===== config.mk =====
export PLATFORM = sky130hd
export DESIGN_NAME = phase_sequencer
export DESIGN_NICKNAME = d
export VERILOG_FILES = /design/src/rtl/phase_seq_pkg.sv /design/src/rtl/phase_strobe_table.sv /design/src/rtl/phase_sequencer.sv
export SDC_FILE = /design/constraint.sdc
export NUM_CORES = 1
export LEC_CHECK = 0
export ABC_AREA = 1
export CAP_MARGIN = 30
export CORE_MARGIN = 2
export CORE_UTILIZATION = 45
export DETAILED_ROUTE_END_ITERATION = 8
export GPL_ROUTABILITY_DRIVEN = 0
export PLACE_DENSITY = 0.68
export SLEW_MARGIN = 5
export SYNTH_ARGS = -nofsm -noshare
export SYNTH_HDL_FRONTEND = slang
export SYNTH_SLANG_ARGS = --single-unit

===== constraint.sdc =====
create_clock -name clk_in -period 1.5 [get_ports clk_in]
set_clock_uncertainty 0.2 [all_clocks]
set_input_delay 0.3 -clock clk_in [delete_from_list [all_inputs] [get_ports clk_in]]
set_output_delay 0.3 -clock clk_in [all_outputs]
set_load 0.02 [all_outputs]

===== src/rtl/phase_seq_pkg.sv =====
// Shared constants for the phase sequencer: default geometry, legacy strobe bit positions,
// the reset strobe table that reproduces the legacy 8-phase timing, and the step-mode state type.
package phase_seq_pkg;

    localparam int SEQ_NUM_PHASES  = 8;
    localparam int SEQ_NUM_STROBES = 5;

    localparam int STB_PC    = 0;
    localparam int STB_OPRAM = 1;
    localparam int STB_MEM   = 2;
    localparam int STB_ACC   = 3;
    localparam int STB_ALU   = 4;

    localparam logic [SEQ_NUM_STROBES-1:0] P_PC    = SEQ_NUM_STROBES'(1 << STB_PC);
    localparam logic [SEQ_NUM_STROBES-1:0] P_OPRAM = SEQ_NUM_STROBES'(1 << STB_OPRAM);
    localparam logic [SEQ_NUM_STROBES-1:0] P_MEM   = SEQ_NUM_STROBES'(1 << STB_MEM);
    localparam logic [SEQ_NUM_STROBES-1:0] P_ACC   = SEQ_NUM_STROBES'(1 << STB_ACC);
    localparam logic [SEQ_NUM_STROBES-1:0] P_ALU   = SEQ_NUM_STROBES'(1 << STB_ALU);
    localparam logic [SEQ_NUM_STROBES-1:0] P_IDLE  = '0;

    // Concatenated p7 down to p0; evaluates to 40'h00_00C8_3041.
    localparam logic [SEQ_NUM_PHASES*SEQ_NUM_STROBES-1:0] SEQ_DEFAULT_TABLE = {
        P_IDLE, P_IDLE, P_IDLE,
        P_MEM | P_ACC,
        P_ALU,
        P_MEM | P_ACC,
        P_OPRAM,
        P_PC
    };

    typedef enum logic {
        SEQ_RUN    = 1'b0,
        SEQ_PARKED = 1'b1
    } seq_state_t;

    function automatic int idx_width(input int n);
        return (n > 1) ? $clog2(n) : 1;
    endfunction

endpackage


===== src/rtl/phase_strobe_table.sv =====
// Per-phase strobe pattern register file: reset-loaded from DEFAULT_TABLE, synchronous write,
// combinational read. Writes to addresses beyond the last phase are dropped.
module phase_strobe_table
    import phase_seq_pkg::*;
#(
    parameter int NUM_PHASES  = SEQ_NUM_PHASES,
    parameter int NUM_STROBES = SEQ_NUM_STROBES,
    parameter int PHASE_W     = $clog2(NUM_PHASES),
    parameter int IDX_W       = idx_width(NUM_PHASES),
    parameter logic [NUM_PHASES*NUM_STROBES-1:0] DEFAULT_TABLE = SEQ_DEFAULT_TABLE
) (
    input  logic                   i_clk,
    input  logic                   i_rst_n,
    input  logic                   i_we,
    input  logic [PHASE_W-1:0]     i_wr_addr,
    input  logic [NUM_STROBES-1:0] i_wr_data,
    input  logic [IDX_W-1:0]       i_rd_addr,
    output logic [NUM_STROBES-1:0] o_rd_data
);

    logic [NUM_STROBES-1:0] r_entry [NUM_PHASES];
    logic                   w_wr_ok;
    logic [IDX_W-1:0]       w_wr_idx;

    // The address port may be wider than the table needs; range-check before truncating.
    assign w_wr_ok  = i_we && ({1'b0, i_wr_addr} < (PHASE_W + 1)'(NUM_PHASES));
    assign w_wr_idx = i_wr_addr[IDX_W-1:0];

    always_ff @(posedge i_clk or negedge i_rst_n) begin
        if (!i_rst_n) begin
            for (int p = 0; p < NUM_PHASES; p++) begin
                r_entry[p] <= DEFAULT_TABLE[p*NUM_STROBES +: NUM_STROBES];
            end
        end else if (w_wr_ok) begin
            r_entry[w_wr_idx] <= i_wr_data;
        end
    end

    assign o_rd_data = r_entry[i_rd_addr];

endmodule


===== src/rtl/phase_sequencer.sv =====
// Runtime-length phase counter issuing one-cycle strobe patterns from a writable table.
// Optional SINGLE_STEP_EN adds step_mode/step/parked for one-cycle-at-a-time operation.
module phase_sequencer
    import phase_seq_pkg::*;
#(
    parameter int NUM_PHASES  = SEQ_NUM_PHASES,
    parameter int NUM_STROBES = SEQ_NUM_STROBES,
    parameter int PHASE_W     = $clog2(NUM_PHASES),
    parameter logic [NUM_PHASES*NUM_STROBES-1:0] DEFAULT_TABLE = SEQ_DEFAULT_TABLE
) (
    input  logic                   clk_in,
    input  logic                   rst,
    input  logic                   ena,
    input  logic                   stall,
    input  logic [PHASE_W-1:0]     last_phase,
    input  logic                   cfg_we,
    input  logic [PHASE_W-1:0]     cfg_addr,
    input  logic [NUM_STROBES-1:0] cfg_data,
`ifdef SINGLE_STEP_EN
    input  logic                   step_mode,
    input  logic                   step,
    output logic                   parked,
`endif
    output logic [NUM_STROBES-1:0] strobe,
    output logic [PHASE_W-1:0]     phase_out,
    output logic                   cycle_start
);

    localparam int                 IDX_W     = idx_width(NUM_PHASES);
    localparam logic [PHASE_W-1:0] MAX_PHASE = PHASE_W'(NUM_PHASES - 1);

    logic [PHASE_W-1:0]     r_phase;
    logic [NUM_STROBES-1:0] r_strobe;
    logic [PHASE_W-1:0]     r_phase_out;
    logic                   r_cycle_start;

    logic [PHASE_W-1:0]     w_eff_last;
    logic                   w_wrap;
    logic                   w_parked;
    logic                   w_advance;
    logic [NUM_STROBES-1:0] w_tbl_rd;

    phase_strobe_table #(
        .NUM_PHASES    (NUM_PHASES),
        .NUM_STROBES   (NUM_STROBES),
        .PHASE_W       (PHASE_W),
        .IDX_W         (IDX_W),
        .DEFAULT_TABLE (DEFAULT_TABLE)
    ) u_table (
        .i_clk     (clk_in),
        .i_rst_n   (rst),
        .i_we      (cfg_we),
        .i_wr_addr (cfg_addr),
        .i_wr_data (cfg_data),
        .i_rd_addr (r_phase[IDX_W-1:0]),
        .o_rd_data (w_tbl_rd)
    );

    // A shrunk cycle length is honoured at once: a phase beyond the new end issues and wraps.
    assign w_eff_last = (last_phase > MAX_PHASE) ? MAX_PHASE : last_phase;
    assign w_wrap     = (r_phase >= w_eff_last);

`ifdef SINGLE_STEP_EN
    seq_state_t r_state;

    assign w_parked = (r_state == SEQ_PARKED);
    assign parked   = w_parked;
`else
    assign w_parked = 1'b0;
`endif

    assign w_advance = ena & ~stall & ~w_parked;

    always_ff @(posedge clk_in or negedge rst) begin
        if (!rst) begin
            r_phase       <= '0;
            r_strobe      <= '0;
            r_phase_out   <= '0;
            r_cycle_start <= 1'b0;
`ifdef SINGLE_STEP_EN
            r_state       <= SEQ_RUN;
`endif
        end else begin
            if (w_advance) begin
                r_strobe      <= w_tbl_rd;
                r_phase_out   <= r_phase;
                r_cycle_start <= (r_phase == '0);
                r_phase       <= w_wrap ? '0 : r_phase + 1'b1;
            end else begin
                r_strobe      <= '0;
                r_cycle_start <= 1'b0;
            end
`ifdef SINGLE_STEP_EN
            // Park after the final phase issues; a step pulse or leaving step mode releases.
            case (r_state)
                SEQ_RUN: begin
                    if (w_advance && w_wrap && step_mode) begin
                        r_state <= SEQ_PARKED;
                    end
                end
                SEQ_PARKED: begin
                    if (!step_mode || step) begin
                        r_state <= SEQ_RUN;
                    end
                end
                default: r_state <= SEQ_RUN;
            endcase
`endif
        end
    end

    assign strobe      = r_strobe;
    assign phase_out   = r_phase_out;
    assign cycle_start = r_cycle_start;

endmodule


## After elaboration in Yosys (flattened, before gate mapping)

Index checks and enable logic that the tools add are counted.

- Mux-type cells: 10
- Add/subtract/negate cells: 1
- Bitwise operators: 4
- Reductions and logical operators: 2
- $lt $le $gt $ge: 5

Operators with widths:

| operator | number |
|---|---|
| 40-bit bitwise mux | 1 |
| 5-bit 2-to-1 mux | 4 |
| 5-bit binary-select mux with 3-bit select | 1 |
| 5-bit demux with 3-bit select | 1 |
| 4-bit greater-or-equal comparator (second input constant) | 2 |
| 3-bit NOT with 4-bit output | 2 |
| 3-bit 2-to-1 mux | 2 |
| 4-bit by 1-bit less-than comparator with 1-bit output (second input constant) | 1 |
| 3-bit by 1-bit adder with 3-bit output (second input constant) | 1 |
| 3-bit greater-or-equal comparator | 1 |
| 3-bit greater-than comparator (second input constant) | 1 |
| 3-bit logical NOT | 1 |
| 1-bit AND | 1 |
| 1-bit logical AND | 1 |
| 1-bit 2-to-1 mux | 1 |
| 1-bit NOT | 1 |

- Bits of input ports: 16
- Output and inout port bits: 9
- Register bits: 52
- Logic and storage cells: 34

## Longest topological paths before layout

- Word-level depth: 6
- Gate-level depth with buffers: 8
- Depth with buffers taken out: 7

## Hierarchy

From an unflattened synthesis, not the netlist that was laid out.

- Cells, all modules: 334
- Area, all modules: 2,573.7 µm²

By module, submodules not included:

| module | area each (µm²) | instances | cells an instance |
|---|---|---|---|
| phase_strobe_table | 2,010.7 | 1 | 275 |
| phase_sequencer | 563.0 | 1 | 59 |

## Worst setup path after synthesis

OpenSTA, ideal clock, no wires.

- Kind: register to register
- From: register r_phase[0]
- To: register r_phase[2]
- Arrival time: 1.251 ns
- Buffers on the path: 1
- Setup slack: -0.029 ns
- Setup time: 0.077 ns
- Clock period less this slack: 1.529 ns
- Stages on the path, launching flop included: 9
- Cell sequence: dfrtp_1 -> inv_1 -> buf_2 -> ha_1 -> inv_1 -> nand2_1 -> nand3_1 -> nand2_1 -> a21oi_1

- Word-level cells in the longest chain between the ends: 2
- Elaborated cells between the ends (all ways): 3
- Classes of those cells: add/sub (1); order compare (1); mux (1)

Ends and longest elaborated chain:

| item | RTL line | source |
|---|---|---|
| from (decl) | phase_sequencer.sv:32 | `logic [PHASE_W-1:0] r_phase;` |
| from (signal assigned) | phase_sequencer.sv:88 | `r_phase <= w_wrap ? '0 : r_phase + 1'b1;` |
| 3-bit by 1-bit adder with 3-bit output or 3-bit greater-or-equal comparator (tied branches) | phase_sequencer.sv:88, phase_sequencer.sv:61 |  |
| 3-bit 2-to-1 mux * | phase_sequencer.sv:88 |  |

Mark *: on every way between the ends. The rest lies on a longest branch, timed or not.
A chain may end at the register's enable or synchronous reset.

## Worst setup path in the final report

- From: register r_strobe[4] (netlist: strobe[4])
- To: output port strobe[4]

RTL lines:

| item | RTL line | source |
|---|---|---|
| from (decl) | phase_sequencer.sv:33 | `logic [NUM_STROBES-1:0] r_strobe;` |
| from (signal assigned) | phase_sequencer.sv:85 | `r_strobe <= w_tbl_rd;` |
| to (decl) | phase_sequencer.sv:24 | `output logic [NUM_STROBES-1:0] strobe,` |

No word-level cell between the ends.

==> metrics.csv <==
metric;value;unit
Critical Path, Cell by Cell;clkdlybuf4s15_1;
per-cell via count in the routed design;4.679;
summed negative setup slack over all endpoints;0;ns
antenna violations before repair;0;
area taken by multi-input logic gates;974.7;um^2
half-perimeter wire length after detailed placement;3464;um
number of buffers inserted during clock tree synthesis;5;
startpoint kind of the worst setup timing path;register;
final setup vio count;0;
depth of the CTS H-tree;2;
drt first pass iters;4;
count of different cell masters after synthesis;19;
unrepaired setup endpoints after global routing;yes;
final WL;4953;um
path category of the worst min-delay check;reg -> reg;
horizontal extent of the die;78.83;um
number of global-route vias before repair;1936;
number of cell rows;27;
fraction of power consumed by sequential logic;43.3;%
slowest CP cell;dfrtp_1;
clock tree root driver cell;clkbuf_8;
standby leakage power;0.001629;uW
layout cell share with drive strength beyond 1;13.78;%
share of total power in combinational logic;39.3;%
layout filler cell count;524;
internal cell power;2790;uW
post-route fraction of the period consumed by the critical path;96.61;%
status;finished clean;
Slew @ Worst Pin;0.2795;ns
number of routed nets with antenna violations;0;
Yosys reg bits;52;
Crit path required time;1.00;ns
Cell Pwr Density;1423;mW/mm^2
clock latency at the later pin of the worst-skew pair;0.30;ns
global-route wire length before repair;8728;um
overall die height;78.83;um
Post-layout nets;390;
final count of pins violating max slew;0;
sequential cell area fraction in the yosys report;51.99;%
residual overflow from global routing;0;
final setup margin;0.05079;ns
share of power burned in the clock network;17.4;%
peak clock frequency supported by timing;690.0;MHz
Global Route Usage Sum;17.98;%
DRC errors left;0;
net count after synthesis;346;
area of the placeable core;0.005473;mm^2
TritonCTS clock tree;yes;
time the worst path needs with I/O delays and setup;1.449;ns
Clock Sinks;52;
register-to-register path setup slack;0.06;ns
switching power share of the total;36.52;%
pre-CTS WS;-0.3095;ns
Critical Path End Type;primary output;
Starting Density;46.04;%
CP Class;reg -> out;
I/O pin total;25;
dominant delay contributor by cell family on the critical path;flip-flops;
sum of buffers and inverters on the critical path;1;
crit-path max FO;1;
layout overhead on the synthesized area;22.54;%
number of hold violations in the final report;0;
most common cell after layout, fill and taps aside;nand2_1;
number of buffers inserted by port buffering;24;
sequential cell area;0.001310;mm^2
post-synthesis instance area;0.002520;mm^2
Cells after Synth;325;
peak ir drop on the vdd network;0.7044;mV
floorplan die area;0.006214;mm^2
normalized max-slew margin;81.36;%
maximum number of pins on one net before global-route repair;53;
highest cell delay on the worst timing path;0.37;ns
number of synthesis warnings;0;
sw power;1605;uW
clock transition at the register clock pins on the worst setup and hold paths after CTS;0.09;ns
clk buf depth;2;
routed via count;2068;
ANT cells;0;
most frequent cells in the layout;nand2_1 (117), inv_1 (56), dfrtp_1 (45), o21ai_0 (41), nand3_1 (23);
average wire per cell in the routed design;11.21;um
critical path arrival;0.95;ns
average cell area after synthesis;7.754;um^2
initial DRC count;114;
reported max-cap violation count;0;
registers in the layout (all words and copies together) (netlist names):
name / flops
cycle_start: 1
phase_out: 3
u_table.r_entry: 40
r_phase: 3
strobe: 5
final cells by class:
class                           instances  share of cell area [%]
Sequential cell                        52                   42.42
Timing Repair Buffer                   43                   13.29
Inverter                               58                   7.050
Multi-Input combinational cell        209                   31.56
Clock buffer                            6                   2.350
Clock inverter                          2                  0.4052
Tap cell                               72                   2.917
power by group through the flow:
stage / logic, uW / registers [uW] / clock network [uW]
global route: 2000 / 1950 / 862
CTS: 1720 / 1910 / 804
global placement: 1740 / 1930 / 0
floorplan: 1050 / 1990 / 0
detailed placement: 1760 / 1940 / 0
finish: 1730 / 1900 / 765
cell usage after synthesis, drive strengths merged:
library cell,n,area [um^2]
ha,5,62.56
clkbuf,1,3.750
o21ai,42,210.2
nand3,24,125.1
buf,5,25.02
a21oi,2,10.01
nor2,10,52.55
nor3,1,16.27
inv,57,214.0
dfrtp,45,1126
nand2,123,474.2
nand4,2,12.51
dfstp,7,183.9
clkinv,1,3.750
worst paths after layout:
| path | startpoint | end | cells after the start |
|---|---|---|---|
| setup / recovery | strobe[4] | strobe[4] | 1 |
| hold / removal | u_table.r_entry[38] | u_table.r_entry[38] | 2 |
| setup reg to reg | r_phase[0] | r_phase[2] | 7 |
| hold reg to reg | u_table.r_entry[38] | u_table.r_entry[38] | 2 |
| max in group asynchronous | rst | u_table.r_entry[18] | 3 |
| min in group asynchronous | rst | phase_out[2] | 3 |
metal layers:
metal  wire (um)  vias up  track usage (%)
met4          51        0            5.517
met2        2469       43            32.14
li1            -     1082                -
met5           0        -                0
met3         202        7            3.636
met1        2229      936            21.91
cell families after synthesis:
kind of cell | Yosys count | synth area share, %
and+or+nand+nor | 160 | 27.01
adders and majority gates | 5 | 2.483
buffers and inverters | 64 | 9.781
DFF | 52 | 51.99
AOI/OAI and AO/OA | 44 | 8.739
what timing repair did:
action / 4_1_cts / 5_1_grt
hold buffers: 1 / 0
setup buffers: 0 / 1
setup endpoints to repair: 9 / 29
endpoints found under the hold margin: 45 / 0
pin swaps: 0 / 2
resized for setup: 12 / 14
per-stage QoR:
step                      hold WS, ns  instance area (um^2)  utilization (%)  std cells  total power (uW)
after floorplan               -0.1956                  2522                -        325              3039
after global placement         0.1160                  2994            54.71        432              3666
after detailed placement       0.1131                  2994            54.71        432              3698
after CTS                      0.2954                  3082            56.31        441              4437
after global routing           0.3132                  3088            56.42        442              4805
final                          0.2904                  3088            56.42        442              4395
Note: power is estimated with default switching activity, not from simulation.
